### src/rtl/down_timer_pkg.sv
// -----------------------------------------------------------------------------
// down_timer_pkg
// Shared definitions for the loadable down-counting interval timer.
//   DT_W        : default counter / load-value width
//   DT_ALL_ONES : largest legal load value at the default width
//   dt_state_e  : timer FSM states (idle / counting)
// -----------------------------------------------------------------------------
package down_timer_pkg;

  localparam int unsigned DT_W = 8;

  localparam logic [DT_W-1:0] DT_ALL_ONES = '1;

  typedef enum logic {
    ST_IDLE = 1'b0,
    ST_RUN  = 1'b1
  } dt_state_e;

endpackage

### src/rtl/down_timer.sv
// -----------------------------------------------------------------------------
// down_timer
// Loadable down-counting interval timer. A programmed value is counted down to
// zero; expiry is flagged with a registered one-cycle done pulse.
//
// Optional build macro:
//   DOWN_TIMER_AUTO_RELOAD_EN - at expiry the count is reloaded from the value
//                               last loaded and the timer keeps running, giving
//                               a periodic done pulse until stop/load/reset.
//
// Ports:
//   clk      in  1  system clock, rising edge
//   reset    in  1  synchronous active-high reset
//   load     in  1  capture load_val into count (and reload register)
//   load_val in  w  interval length N, unsigned
//   start    in  1  begin counting from the current count
//   pause    in  1  hold the count while running
//   stop     in  1  abort a running interval without done
//   count    out w  current remaining count
//   busy     out 1  high while running
//   done     out 1  one-cycle pulse at interval expiry
//
// Input priority on each edge: reset > load > stop > start > pause.
// -----------------------------------------------------------------------------
module down_timer
  import down_timer_pkg::*;
#(
  parameter int unsigned w = DT_W
) (
  input  logic         clk,
  input  logic         reset,
  input  logic         load,
  input  logic [w-1:0] load_val,
  input  logic         start,
  input  logic         pause,
  input  logic         stop,
  output logic [w-1:0] count,
  output logic         busy,
  output logic         done
);

  dt_state_e    r_state;
  dt_state_e    w_state_nxt;
  logic [w-1:0] r_count;
  logic [w-1:0] w_count_nxt;
  logic         r_done;
  logic         w_done_nxt;
`ifdef DOWN_TIMER_AUTO_RELOAD_EN
  logic [w-1:0] r_reload;
  logic [w-1:0] w_reload_nxt;
`endif

  // ---- state register ------------------------------------------------------
  always_ff @(posedge clk) begin
    if (reset) begin
      r_state  <= ST_IDLE;
      r_count  <= '0;
      r_done   <= 1'b0;
`ifdef DOWN_TIMER_AUTO_RELOAD_EN
      r_reload <= '0;
`endif
    end else begin
      r_state  <= w_state_nxt;
      r_count  <= w_count_nxt;
      r_done   <= w_done_nxt;
`ifdef DOWN_TIMER_AUTO_RELOAD_EN
      r_reload <= w_reload_nxt;
`endif
    end
  end

  // ---- next-state / datapath -------------------------------------------------
  always_comb begin
    w_state_nxt  = r_state;
    w_count_nxt  = r_count;
    w_done_nxt   = 1'b0;
`ifdef DOWN_TIMER_AUTO_RELOAD_EN
    w_reload_nxt = r_reload;
`endif

    if (load) begin
      w_state_nxt  = ST_IDLE;
      w_count_nxt  = load_val;
`ifdef DOWN_TIMER_AUTO_RELOAD_EN
      w_reload_nxt = load_val;
`endif
    end else begin
      unique case (r_state)
        ST_IDLE: begin
          if (start) begin
            // A zero-length interval expires immediately without running.
            if (r_count == '0) w_done_nxt  = 1'b1;
            else               w_state_nxt = ST_RUN;
          end
        end
        ST_RUN: begin
          if (stop) begin
            w_state_nxt = ST_IDLE;
          end else if (!pause) begin
            if (r_count == w'(1)) begin
              w_done_nxt  = 1'b1;
`ifdef DOWN_TIMER_AUTO_RELOAD_EN
              w_count_nxt = r_reload;
`else
              w_count_nxt = '0;
              w_state_nxt = ST_IDLE;
`endif
            end else if (r_count != '0) begin
              // Guard keeps the counter from wrapping below zero.
              w_count_nxt = r_count - w'(1);
            end
          end
        end
        default: w_state_nxt = ST_IDLE;
      endcase
    end
  end

  assign count = r_count;
  assign busy  = (r_state == ST_RUN);
  assign done  = r_done;

endmodule
### config.mk
export PLATFORM = sky130hd
export DESIGN_NAME = down_timer
export DESIGN_NICKNAME = d
export VERILOG_FILES = /design/src/rtl/down_timer_pkg.sv /design/src/rtl/down_timer.sv
export SDC_FILE = /design/constraint.sdc
export NUM_CORES = 1
export LEC_CHECK = 0
export ABC_AREA = 0
export CAP_MARGIN = 10
export CORE_AREA = 2 2 39 41
export DETAILED_ROUTE_END_ITERATION = 10
export DIE_AREA = 0 0 41 43
export DONT_BUFFER_PORTS = 1
export HOLD_SLACK_MARGIN = 0.05
export PLACE_DENSITY = 0.7
export SETUP_SLACK_MARGIN = 0.15
export SYNTH_ARGS = -nofsm -noshare
export SYNTH_HDL_FRONTEND = slang
export SYNTH_SLANG_ARGS = --single-unit
### constraint.sdc
create_clock -name clk -period 3.2 [get_ports clk]
set_input_delay 0.48 -clock clk [delete_from_list [all_inputs] [get_ports clk]]
set_output_delay 0.48 -clock clk [all_outputs]
set_load 0.005 [all_outputs]
==> key figures <==
Synthesis
  – Number of synthesis warnings: 0
  – Synth area leaders: dfxtp_1 (29%), ha_1 (5.4%), nand2_1 (5.4%), a31oi_1 (4.5%), a311oi_4 (3.8%)
  – Post-synth top area share: 28.9%
  – Synth Flop Type: dfxtp_1
  – Post-Synthesis Cell Area: 692 um2
  – Register area share after synthesis: 28.9%
  – Cell count after synthesis: 79
  – Cell taking the most area after synthesis: dfxtp_1
  – Syn_nets: 96
  – Count of different cell masters after synthesis: 36
  – Top cells by count, synth: dfxtp_1 (10), nand2_1 (10), a31oi_1 (5), inv_1 (5)
  – #FFs+latches synth: 10
  – Average cell area after synthesis: 8.76 um2
  – Asr flop ratio synth: 0%
  – EDFF count, synth: 0

Timing
  – Slew Viols, Final: 0
  – RSZ-0062 raised after global routing: false
  – Final hold violations: 0
  – Fmax: 0.494 GHz
  – Slew headroom: 67.6%
  – Final Cycle Share: 63.2%
  – Final setup viols: 0
  – Worst Tran Pin Value: 0.487 ns
  – Layout Skew: 0.00497 ns
  – Setup tns final: 0 ns
  – Min Clock Period, post-route: 2.02 ns

Cells and area
  – Diode count: 0
  – Layout cells sized above 1: 15.2%
  – Layout area overhead: 1.45%
  – Nets@finish: 98
  – Final std cells w/o fill: 95

Critical path
  – Crit-path max FO: 9
  – Crit path DAT: 2.20 ns
  – CP startpoint: count[0]$_SDFFE_PP0P_
  – Largest stage delay on the critical path: 0.51 ns
  – Crit path capture type: flop
  – Worst setup path class: flop to flop
  – Critical Path, Cell by Cell: inv_1 -> ha_1 -> or2_2 -> a311oi_4 -> a221oi_2 -> a311oi_1
  – Critical Path Start Type: flop
  – Reg-to-Reg Start: count[0]$_SDFFE_PP0P_
  – Slowest CP cell: a311oi_4
  – Worst endpoint required time: 3.37 ns

Clocking
  – H-Tree Depth: 1
  – Post-CTS sizing: 0
  – Clock buffer depth: 2
  – Root Buffer: clkbuf_4
  – CTS sink cnt: 10
  – Cts hold-fix bufs: 0
  – Skew-Pair Late Insertion Delay: 0.26 ns
  – CTS clk-pin slew, worst paths: 0.07 ns
  – Number of buffers created by CTS: 3
  – Post-CTS setup buffers: 0
  – TritonCTS clock tree: yes

Place
  – Placed cell count: 92
  – RD Place Congestion: 0.804
  – IO buf count: 0
  – DP HPWL: 1060 um

Drt
  – Final WL: 1510 um
  – Via count: 620
  – DRC viols: 0
  – Via-to-Cell Ratio: 6.53
  – DRT iter0 DRCs: 15
  – WL/cell: 15.9 um
  – Final ANT Viol Nets: 0
  – DR pass1 iterations: 4

Min path
  – HP Start: reset
  – Min-Delay Path Class: input port to flop

Floorplan
  – DIE AREA: 1760 um2
  – Starting density of the core: 50.0%
  – Row cnt: 14
  – Core area: 1380 um2
  – # IOs: 24
  – Chip height: 43 um
  – Die Wd: 41 um

Global route
  – Global-route wire length before repair: 2350 um
  – Vias in the first global route: 549
  – Total GRT Usage: 19.9%
  – Total gr overflow: 0
  – Initial antenna violation count: 0
  – Pin count of the biggest net entering global routing: 17

Flow run
  – MaxCap Viol Count: 0

Pwr
  – Leak: 0.232 nW
  – Power per cell area: 427 nW/um2
  – Max rail drop VDD: 0.000210 V

Status
  – Status: finished, final reports clean
power breakdown:
| part | switching [mW] | internal, mW | leakage [nW] |
|---|---|---|---|
| clock | 0.0427 | 0.0434 | 0.0138 |
| sequential | 0.0143 | 0.133 | 0.0823 |
| combinational | 0.0358 | 0.0312 | 0.136 |
| total | 0.0927 | 0.207 | 0.232 |
layout make-up:
| class | instances | area, um2 |
|---|---|---|
| clock buffer | 3 | 22.5 |
| sequential | 10 | 200 |
| fill | 140 | 682 |
| tap | 16 | 20.0 |
| inverter | 5 | 18.8 |
| multi-input combinational | 61 | 440 |
layout by cell type, fill, tap and decap left out:
master | synthesis | layout
a211oi_1 | 2 | 2
ha_1 | 3 | 3
o41ai_1 | 1 | 1
a311oi_1 | 2 | 2
nor3b_1 | 2 | 2
or3b_4 | 1 | 1
a221oi_2 | 1 | 1
nor2b_1 | 1 | 1
or3b_2 | 1 | 1
and2_1 | 1 | 1
inv_1 | 5 | 5
nor4_1 | 2 | 2
nand2_1 | 10 | 10
o21ai_0 | 3 | 3
nor4_4 | 1 | 1
nand3b_1 | 1 | 1
nand3_1 | 3 | 3
nor2_1 | 3 | 3
a31oi_1 | 5 | 5
o22ai_1 | 1 | 1
dfxtp_1 | 10 | 10
a21boi_0 | 1 | 1
a21oi_2 | 1 | 1
nor3_1 | 3 | 3
a311oi_4 | 1 | 1
o31a_1 | 2 | 2
a32oi_1 | 2 | 2
a22oi_1 | 1 | 1
clkbuf_4 | 0 | 3
or2_2 | 1 | 1
a21oi_1 | 2 | 2
and2_0 | 1 | 1
a32o_2 | 1 | 1
or3_2 | 1 | 1
critical path, delay by kind of cell (launching register included):
family | cells | cell delay, ns
AO/OA/AOI/OAI | 3 | 0.87
buffers and inverters | 1 | 0.11
AND/OR/NAND/NOR | 1 | 0.31
flip-flops | 1 | 0.41
adder cells (fa/ha/maj) | 1 | 0.24
flip-flops by register name, indices dropped and copies added, names as in the netlist:
| register | flops |
|---|---|
| count | 8 |
| busy | 1 |
| done | 1 |
logic make-up (layout without fill, tap and decap cells):
logic type,count (synthesis),in the layout,share of synthesized area (%)
buffers and inverters,8,8,7.41
and+or+nand+nor,32,32,27.1
adders and majority gates,3,3,5.43
AOI/OAI and AO/OA,26,26,31.1
DFF,10,10,28.9
metal layers:
layer  wire length, um  global-route usage (%)
met5                 0                       0
met4                19                    12.0
met3               106                    5.24
met2               729                    27.8
met1               657                    26.2
stage by stage:
step | total power, mW | cell area (um2) | worst slack (ns) | utilization (%) | hold WS, ns
after floorplan | 0.210 | 692 | 1.36 | - | 0.493
after global placement | 0.215 | 679 | 1.23 | 49.1 | 0.510
after detailed placement | 0.216 | 679 | 1.20 | 49.1 | 0.515
after CTS | 0.304 | 702 | 1.18 | 50.7 | 0.267
after global routing | 0.318 | 702 | 0.997 | 50.7 | 0.266
final | 0.300 | 702 | 1.18 | 50.7 | 0.274
final timing paths:
| kind | to | slack [ns] | depth (start not counted) |
|---|---|---|---|
| worst min-delay path | count[7]$_SDFFE_PP0P_ | 0.27 | 1 |
| worst min register to register | count[0]$_SDFFE_PP0P_ | 0.52 | 2 |
| worst max-delay path | count[3]$_SDFFE_PP0P_ | 1.18 | 6 |
| worst max register to register | count[3]$_SDFFE_PP0P_ | 1.18 | 6 |
Note: power is estimated with default switching activity, not from simulation.
